`src/rtl/sd_arbiter.sv`:
```
// sd_arbiter: two-requester round-robin arbiter in front of a single SD io
// controller. Each requester latches a sector read/write on a rising request
// level; the FSM hands the sd port to one requester at a time, runs a
// strobe/ack handshake and returns a one-cycle done pulse. The byte buffer port
// is muxed combinationally by the current grant.
//
// Optional build macro: SD_ARB_TIMEOUT_EN adds a TIMEOUT_W-bit ack watchdog
// that aborts a stuck handshake with a one-cycle err pulse instead of done.
//
//   state | meaning
//   ------+---------------------------------------------------------------
//   IDLE  | no owner; pick a pending requester and grant it
//   REQ   | sd_rd/sd_wr asserted, waiting for synchronized ack to go high
//   ACK   | strobe dropped, waiting for synchronized ack to return low
//   DONE  | one cycle: done (or err) pulse, clear pend and grant
module sd_arbiter #(
    parameter int TIMEOUT_W = 24
) (
    input  logic        clk_sys,
    input  logic        reset_n,

    input  logic [31:0] req0_lba,
    input  logic        req0_rd,
    input  logic        req0_wr,
    input  logic [9:0]  req0_addr,
    input  logic [7:0]  req0_din,
    input  logic        req0_din_wr,
    output logic        req0_busy,
    output logic        req0_done,
    output logic        req0_err,

    input  logic [31:0] req1_lba,
    input  logic        req1_rd,
    input  logic        req1_wr,
    input  logic [9:0]  req1_addr,
    input  logic [7:0]  req1_din,
    input  logic        req1_din_wr,
    output logic        req1_busy,
    output logic        req1_done,
    output logic        req1_err,

    output logic [31:0] sd_lba,
    output logic        sd_rd,
    output logic        sd_wr,
    input  logic        sd_ack,
    output logic [9:0]  sd_addr,
    output logic [7:0]  sd_din,
    output logic        sd_din_wr,
    output logic [1:0]  grant
);

    typedef enum logic [1:0] {
        IDLE = 2'd0,
        REQ  = 2'd1,
        ACK  = 2'd2,
        DONE = 2'd3
    } state_t;

    state_t      state_q, state_d;

    logic [1:0]  lvl;
    logic [1:0]  hist_q;
    logic [1:0]  rise;
    logic [1:0]  pend_q;
    logic [1:0]  pend_clr;
    logic [1:0]  op_wr_q;
    logic [31:0] lba_cap0_q, lba_cap1_q;

    logic        ack_meta_q, ack_sync_q;

    logic [1:0]  grant_q, grant_d;
    logic        rd_q, rd_d;
    logic        wr_q, wr_d;
    logic [31:0] lba_q, lba_d;
    logic [1:0]  done_q, done_d;
    logic [1:0]  err_q, err_d;
    logic        last_q, last_d;   // 1 = requester 1 was served last

    logic [1:0]  win;
    logic        win_wr;
    logic        tmo_hit;

    // A new request is only an edge of the combined level, and only when that
    // requester is neither pending nor being served.
    assign lvl  = {req1_rd | req1_wr, req0_rd | req0_wr};
    assign rise = lvl & ~hist_q & ~pend_q & ~grant_q;

    // pend is released in the DONE cycle for the owner only.
    assign pend_clr = (state_q == DONE) ? grant_q : 2'b00;

    // Edge history resets to 1 so a level held through reset is not a new request.
    always_ff @(posedge clk_sys or negedge reset_n) begin
        if (!reset_n) begin
            hist_q     <= 2'b11;
            pend_q     <= 2'b00;
            op_wr_q    <= 2'b00;
            lba_cap0_q <= '0;
            lba_cap1_q <= '0;
        end else begin
            hist_q <= lvl;
            pend_q <= (pend_q & ~pend_clr) | rise;
            if (rise[0]) begin
                op_wr_q[0] <= req0_wr & ~req0_rd;
                lba_cap0_q <= req0_lba;
            end
            if (rise[1]) begin
                op_wr_q[1] <= req1_wr & ~req1_rd;
                lba_cap1_q <= req1_lba;
            end
        end
    end

    // Two-flop synchronizer for the io controller's acknowledge.
    always_ff @(posedge clk_sys or negedge reset_n) begin
        if (!reset_n) begin
            ack_meta_q <= 1'b0;
            ack_sync_q <= 1'b0;
        end else begin
            ack_meta_q <= sd_ack;
            ack_sync_q <= ack_meta_q;
        end
    end

    // Round-robin pick: a lone requester always wins, a tie goes to the one
    // not served last.
    always_comb begin
        win = 2'b00;
        case (pend_q)
            2'b01:   win = 2'b01;
            2'b10:   win = 2'b10;
            2'b11:   win = last_q ? 2'b01 : 2'b10;
            default: win = 2'b00;
        endcase
    end

    assign win_wr = win[1] ? op_wr_q[1] : op_wr_q[0];

`ifdef SD_ARB_TIMEOUT_EN
    localparam logic [TIMEOUT_W-1:0] TMO_ONE  = {{(TIMEOUT_W-1){1'b0}}, 1'b1};
    localparam logic [TIMEOUT_W-1:0] TMO_LAST = {{(TIMEOUT_W-1){1'b1}}, 1'b0};

    logic [TIMEOUT_W-1:0] tmo_cnt_q;

    // Watchdog counts every cycle spent in the handshake; it is zero in IDLE,
    // so it always starts from zero on entry to REQ.
    always_ff @(posedge clk_sys or negedge reset_n) begin
        if (!reset_n) begin
            tmo_cnt_q <= '0;
        end else if (state_q == REQ || state_q == ACK) begin
            tmo_cnt_q <= tmo_cnt_q + TMO_ONE;
        end else begin
            tmo_cnt_q <= '0;
        end
    end

    // Fires in the cycle whose clock edge brings the counter to all-ones, so
    // the abort lands exactly when the counter saturates.
    assign tmo_hit = (state_q == REQ || state_q == ACK) && (tmo_cnt_q == TMO_LAST);
`else
    logic [TIMEOUT_W-1:0] unused_tmo_w;
    assign unused_tmo_w = '0;
    assign tmo_hit      = 1'b0;
`endif

    // Next-state and registered-output logic of the handshake FSM.
    always_comb begin
        state_d = state_q;
        grant_d = grant_q;
        rd_d    = 1'b0;
        wr_d    = 1'b0;
        lba_d   = lba_q;
        done_d  = 2'b00;
        err_d   = 2'b00;
        last_d  = last_q;
        case (state_q)
            IDLE: begin
                if (pend_q != 2'b00) begin
                    grant_d = win;
                    lba_d   = win[1] ? lba_cap1_q : lba_cap0_q;
                    rd_d    = ~win_wr;
                    wr_d    = win_wr;
                    last_d  = win[1];
                    state_d = REQ;
                end
            end
            REQ: begin
                if (tmo_hit) begin
                    err_d   = grant_q;
                    state_d = DONE;
                end else if (ack_sync_q) begin
                    state_d = ACK;
                end else begin
                    rd_d = rd_q;
                    wr_d = wr_q;
                end
            end
            ACK: begin
                if (tmo_hit) begin
                    err_d   = grant_q;
                    state_d = DONE;
                end else if (!ack_sync_q) begin
                    done_d  = grant_q;
                    state_d = DONE;
                end
            end
            DONE: begin
                grant_d = 2'b00;
                state_d = IDLE;
            end
            default: begin
                grant_d = 2'b00;
                state_d = IDLE;
            end
        endcase
    end

    // FSM state and registered outputs.
    always_ff @(posedge clk_sys or negedge reset_n) begin
        if (!reset_n) begin
            state_q <= IDLE;
            grant_q <= 2'b00;
            rd_q    <= 1'b0;
            wr_q    <= 1'b0;
            lba_q   <= '0;
            done_q  <= 2'b00;
            err_q   <= 2'b00;
            last_q  <= 1'b1;
        end else begin
            state_q <= state_d;
            grant_q <= grant_d;
            rd_q    <= rd_d;
            wr_q    <= wr_d;
            lba_q   <= lba_d;
            done_q  <= done_d;
            err_q   <= err_d;
            last_q  <= last_d;
        end
    end

    // Byte buffer port follows the owner; requester 0 drives address/data
    // when idle, but no write strobe gets through without a grant.
    always_comb begin
        sd_addr   = grant_q[1] ? req1_addr : req0_addr;
        sd_din    = grant_q[1] ? req1_din  : req0_din;
        sd_din_wr = (req0_din_wr & grant_q[0]) | (req1_din_wr & grant_q[1]);
    end

    assign grant     = grant_q;
    assign sd_rd     = rd_q;
    assign sd_wr     = wr_q;
    assign sd_lba    = lba_q;
    assign req0_busy = pend_q[0] | grant_q[0];
    assign req1_busy = pend_q[1] | grant_q[1];
    assign req0_done = done_q[0];
    assign req1_done = done_q[1];
    assign req0_err  = err_q[0];
    assign req1_err  = err_q[1];

endmodule

```
`config.mk`:
```
export PLATFORM = sky130hd
export DESIGN_NAME = sd_arbiter
export DESIGN_NICKNAME = d
export VERILOG_FILES = /design/src/rtl/sd_arbiter.sv
export SDC_FILE = /design/constraint.sdc
export NUM_CORES = 1
export LEC_CHECK = 0
export BUFFER_PORTS_ARGS = -buffer_cell sky130_fd_sc_hd__buf_2
export CORE_MARGIN = 2
export CORE_UTILIZATION = 45
export CTS_CLUSTER_DIAMETER = 200
export DETAILED_ROUTE_END_ITERATION = 8
export GPL_TIMING_DRIVEN = 0
export PLACE_DENSITY = 0.75
export SLEW_MARGIN = 20
export SYNTH_ARGS = -nofsm -noshare
export SYNTH_HDL_FRONTEND = slang
export SYNTH_SLANG_ARGS = --single-unit
export TNS_END_PERCENT = 30
```
`constraint.sdc`:
```
create_clock -name clk_sys -period 1.73 [get_ports clk_sys]
set_clock_uncertainty 0.2 [all_clocks]
set_input_delay 0.0865 -clock clk_sys [delete_from_list [all_inputs] [get_ports clk_sys]]
set_output_delay 0.0865 -clock clk_sys [all_outputs]
set_load 0.05 [all_outputs]
```
==> impl_metrics.yaml <==
pwr:
  p_int_uw: 10200
  combPwrFrac_pct: 51.4
  p_leak_uw: 0.00410
  switching_power_uw: 6710
  power_uw: 16900
  peakVddDrop_mv: 0.910
  power.density_nw_per_um2: 2010
  p_seq_share_pct: 28.4
  clkPwrFrac_pct: 20.2
  switching_share_pct: 39.8
drt:
  drt_first_pass_iters: 6
  ant_nets: 0
  drcViolationCount: 9
  drt_iter0_markers: 209
  routedWlPerCell_um: 17.7
  viasPerCell: 5.04
  wirelength_um: 15000
  num_vias: 4268
placed_design:
  dp.final_hpwl_um: 8970
  dp_cells: 721
  gp_congestion: 0.765
  preCtsSetupSlack_ps: -431
  port_buffers: 167
critical_path:
  cp_max_fo: 7
  reg2reg_setup_slack_ps: -100
  cp.required_ps: 1440
  cp-startpoint: "grant[1]$_DFFE_PN0P_"
  crit_end: "sd_addr[5]"
  critPathArrivalTime_ps: 1590
  crit_path_end_kind: "output pin"
  worstRegToRegCells: 6
  timing.rr.end: "lba_cap1_q[21]$_DFFE_PN0P_"
  cp-start-kind: "register"
  critPathKind: "reg2out"
  r2r-start: "grant[1]$_DFFE_PN0P_"
finish:
  area_growth_pct: 57.4
  antenna_cells: 0
  layout_common_cells: "buf_2 (149), dfrtp_1 (108), dlygate4sd3_1 (71), mux2_4 (65), nand2_1 (39)"
  final_layout_size_suffix_gt1_share_pct: 51.6
  fin_util_pct: 72.9
  finalNetCount: 804
  fill_cells: 749
  final_common_cell: "buf_2"
  finalNonFillerCells: 847
timing:
  drv_slew: 0
  holdWs_ps: 109
  setup_ws_ps: -149
  setup_violations: 82
  rsz0062_at_grt: "true"
  hold_viol: 0
  fin_crit_sh_pct: 109
  fmax_mhz: 532
  final.min_clock_period_ps: 1880
job:
  cap_violations: 0
synthesis:
  netlist_area_um2: 5330
  synthCells: 409
  synthMuxAreaShare_pct: 21.8
  synth_compound_gate_area_share_pct: 10.9
  yosys.area.top_type: "dfrtp_1"
  synth.avg_cell_area_um2: 13.0
  yosysTopAreaCellShare_pct: 51.6
  yosys-top-cells-area: "dfrtp_1 (52%), mux2_4 (16%), mux2_2 (5.3%)"
  yosys_warnings: 0
  synthSimpleGateAreaFrac_pct: 7.44
  synth_adder_area_share_pct: 0.939
  synth.yosys.seq_area_share_pct: 53.1
  synth_seq_cells: 113
  synth_top_family_by_area: "multiplexers"
  synth-xor-area-share_pct: 0
  yosys.cell_types.count: 36
grt:
  antenna_found_initial: 0
  grt-ovfl-total: 0
  grt_pass1_wl_um: 22700
  track_usage_pct: 23.1
  grt_pass1_vias: 4543
  grt_max_degree: 73
floorplanning:
  die-height_um: 113
  die_w_um: 113
  core_um2: 11500
  num_rows: 39
  start_util_pct: 46.3
  top_level_ports: 170
  die_area_um2: 12700
run_status:
  status: "complete, but fails checks"
  violations: "design-rule violations, negative setup slack"
cts:
  cts_buffer_depth: 2
  h-tree-depth: 4
  clock_sinks: 113
  clock_latency_ps: 410
  cts_tree: "yes"
  root_buffer: "clkbuf_16"
  clk_pin_slew_worst_paths_ps: 50
  cts_made_buffers: 17
min_path:
  hold_path_depth: 2
  min_path_type: "in2reg"
## synthesized netlist by cell type, drive strengths merged
library cell and instances:
dfrtp 110, mux2 83, nand2 40, nor2 35, o21ai 33, a2bb2oi 32, buf 29, a21oi 5
inv 5, ha 4, or2 4, clkbuf 3, dfstp 3, nor3 3, a21o 2, a22o 2
and2 2, and3b 2, nor2b 2, o2bb2ai 2, a21boi 1, a221o 1, a32o 1, a32oi 1
conb 1, mux2i 1, o21a 1, o31ai 1
## metal layers
metal  global-route usage (%)  wire (um)
met5                        0          0
met1                     27.8       6430
met2                     40.8       7670
met4                     7.72        211
met3                     5.62        708
## cell type report
type                            count  area (um^2)  area share, %
Sequential cell                   113         2830           33.8
Multi-Input combinational cell    260         2320           27.6
Timing Repair Buffer              262         2040           24.3
Clock buffer                       28          537           6.40
Buffer                             32          425           5.07
Tap cell                          143          179           2.13
Clock inverter                      4         45.0          0.537
Inverter                            5         18.8          0.224
## through the flow
step / setup TNS (ps) / instance area [um^2]
3_3_place_gp: -112720 / 6360
6_report: -7310 / 8390
3_5_place_dp: -15500 / 6390
5_1_grt: -11880 / 8390
2_1_floorplan: -3150 / 5350
4_1_cts: -7820 / 8000
## cells by family after synthesis
family,after synthesis
other cells,1
simple gates,88
fa+ha+maj,4
buf+inv,37
compound gates,82
mux,84
flops,113
## sequential cells by signal, indices dropped and copies added (netlist names), 2 cells and up
signal and flops:
lba_cap0_q 32, lba_cap1_q 32, sd_lba 32, done_q 2, grant 2, hist_q 2, op_wr_q 2, pend_q 2
state_q 2
## power by group through the flow
stage                     registers (uW)  logic [uW]  clock network [uW]
after global routing                4920        9230                3560
after detailed placement            4730        7220                   0
after floorplan                     5950        4250                   0
final                               4790        8680                3410
after global placement              4660        7020                   0
after CTS                           4750        8090                3430
## worst max-delay path, cell delays in order (launching register included)
cell and delay (ps):
dfrtp_2 380, buf_8 150, clkbuf_16 150, mux2_2 340, buf_6 160
## worst min-delay path by stage
stage	from	endpoint	slack [ps]
finish	sd_ack	ack_meta_q$_DFF_PN0_	110
global route	sd_ack	ack_meta_q$_DFF_PN0_	100
CTS	sd_ack	ack_meta_q$_DFF_PN0_	100
detailed placement	reset_n	lba_cap0_q[24]$_DFFE_PN0P_	-170
global placement	sd_ack	ack_meta_q$_DFF_PN0_	-2
floorplan	reset_n	ack_meta_q$_DFF_PN0_	-410
## timing repair
item | 4_1_cts | 5_1_grt
resized for setup | 90 | 42
pin swaps | 2 | 5
hold buffers | 71 | 0
gates cloned | 1 | 7
buffers inserted | 1 | 14
endpoints found under the setup margin | 110 | 127
endpoints found under the hold margin | 179 | 0
Power figures use the tool's default switching activity.
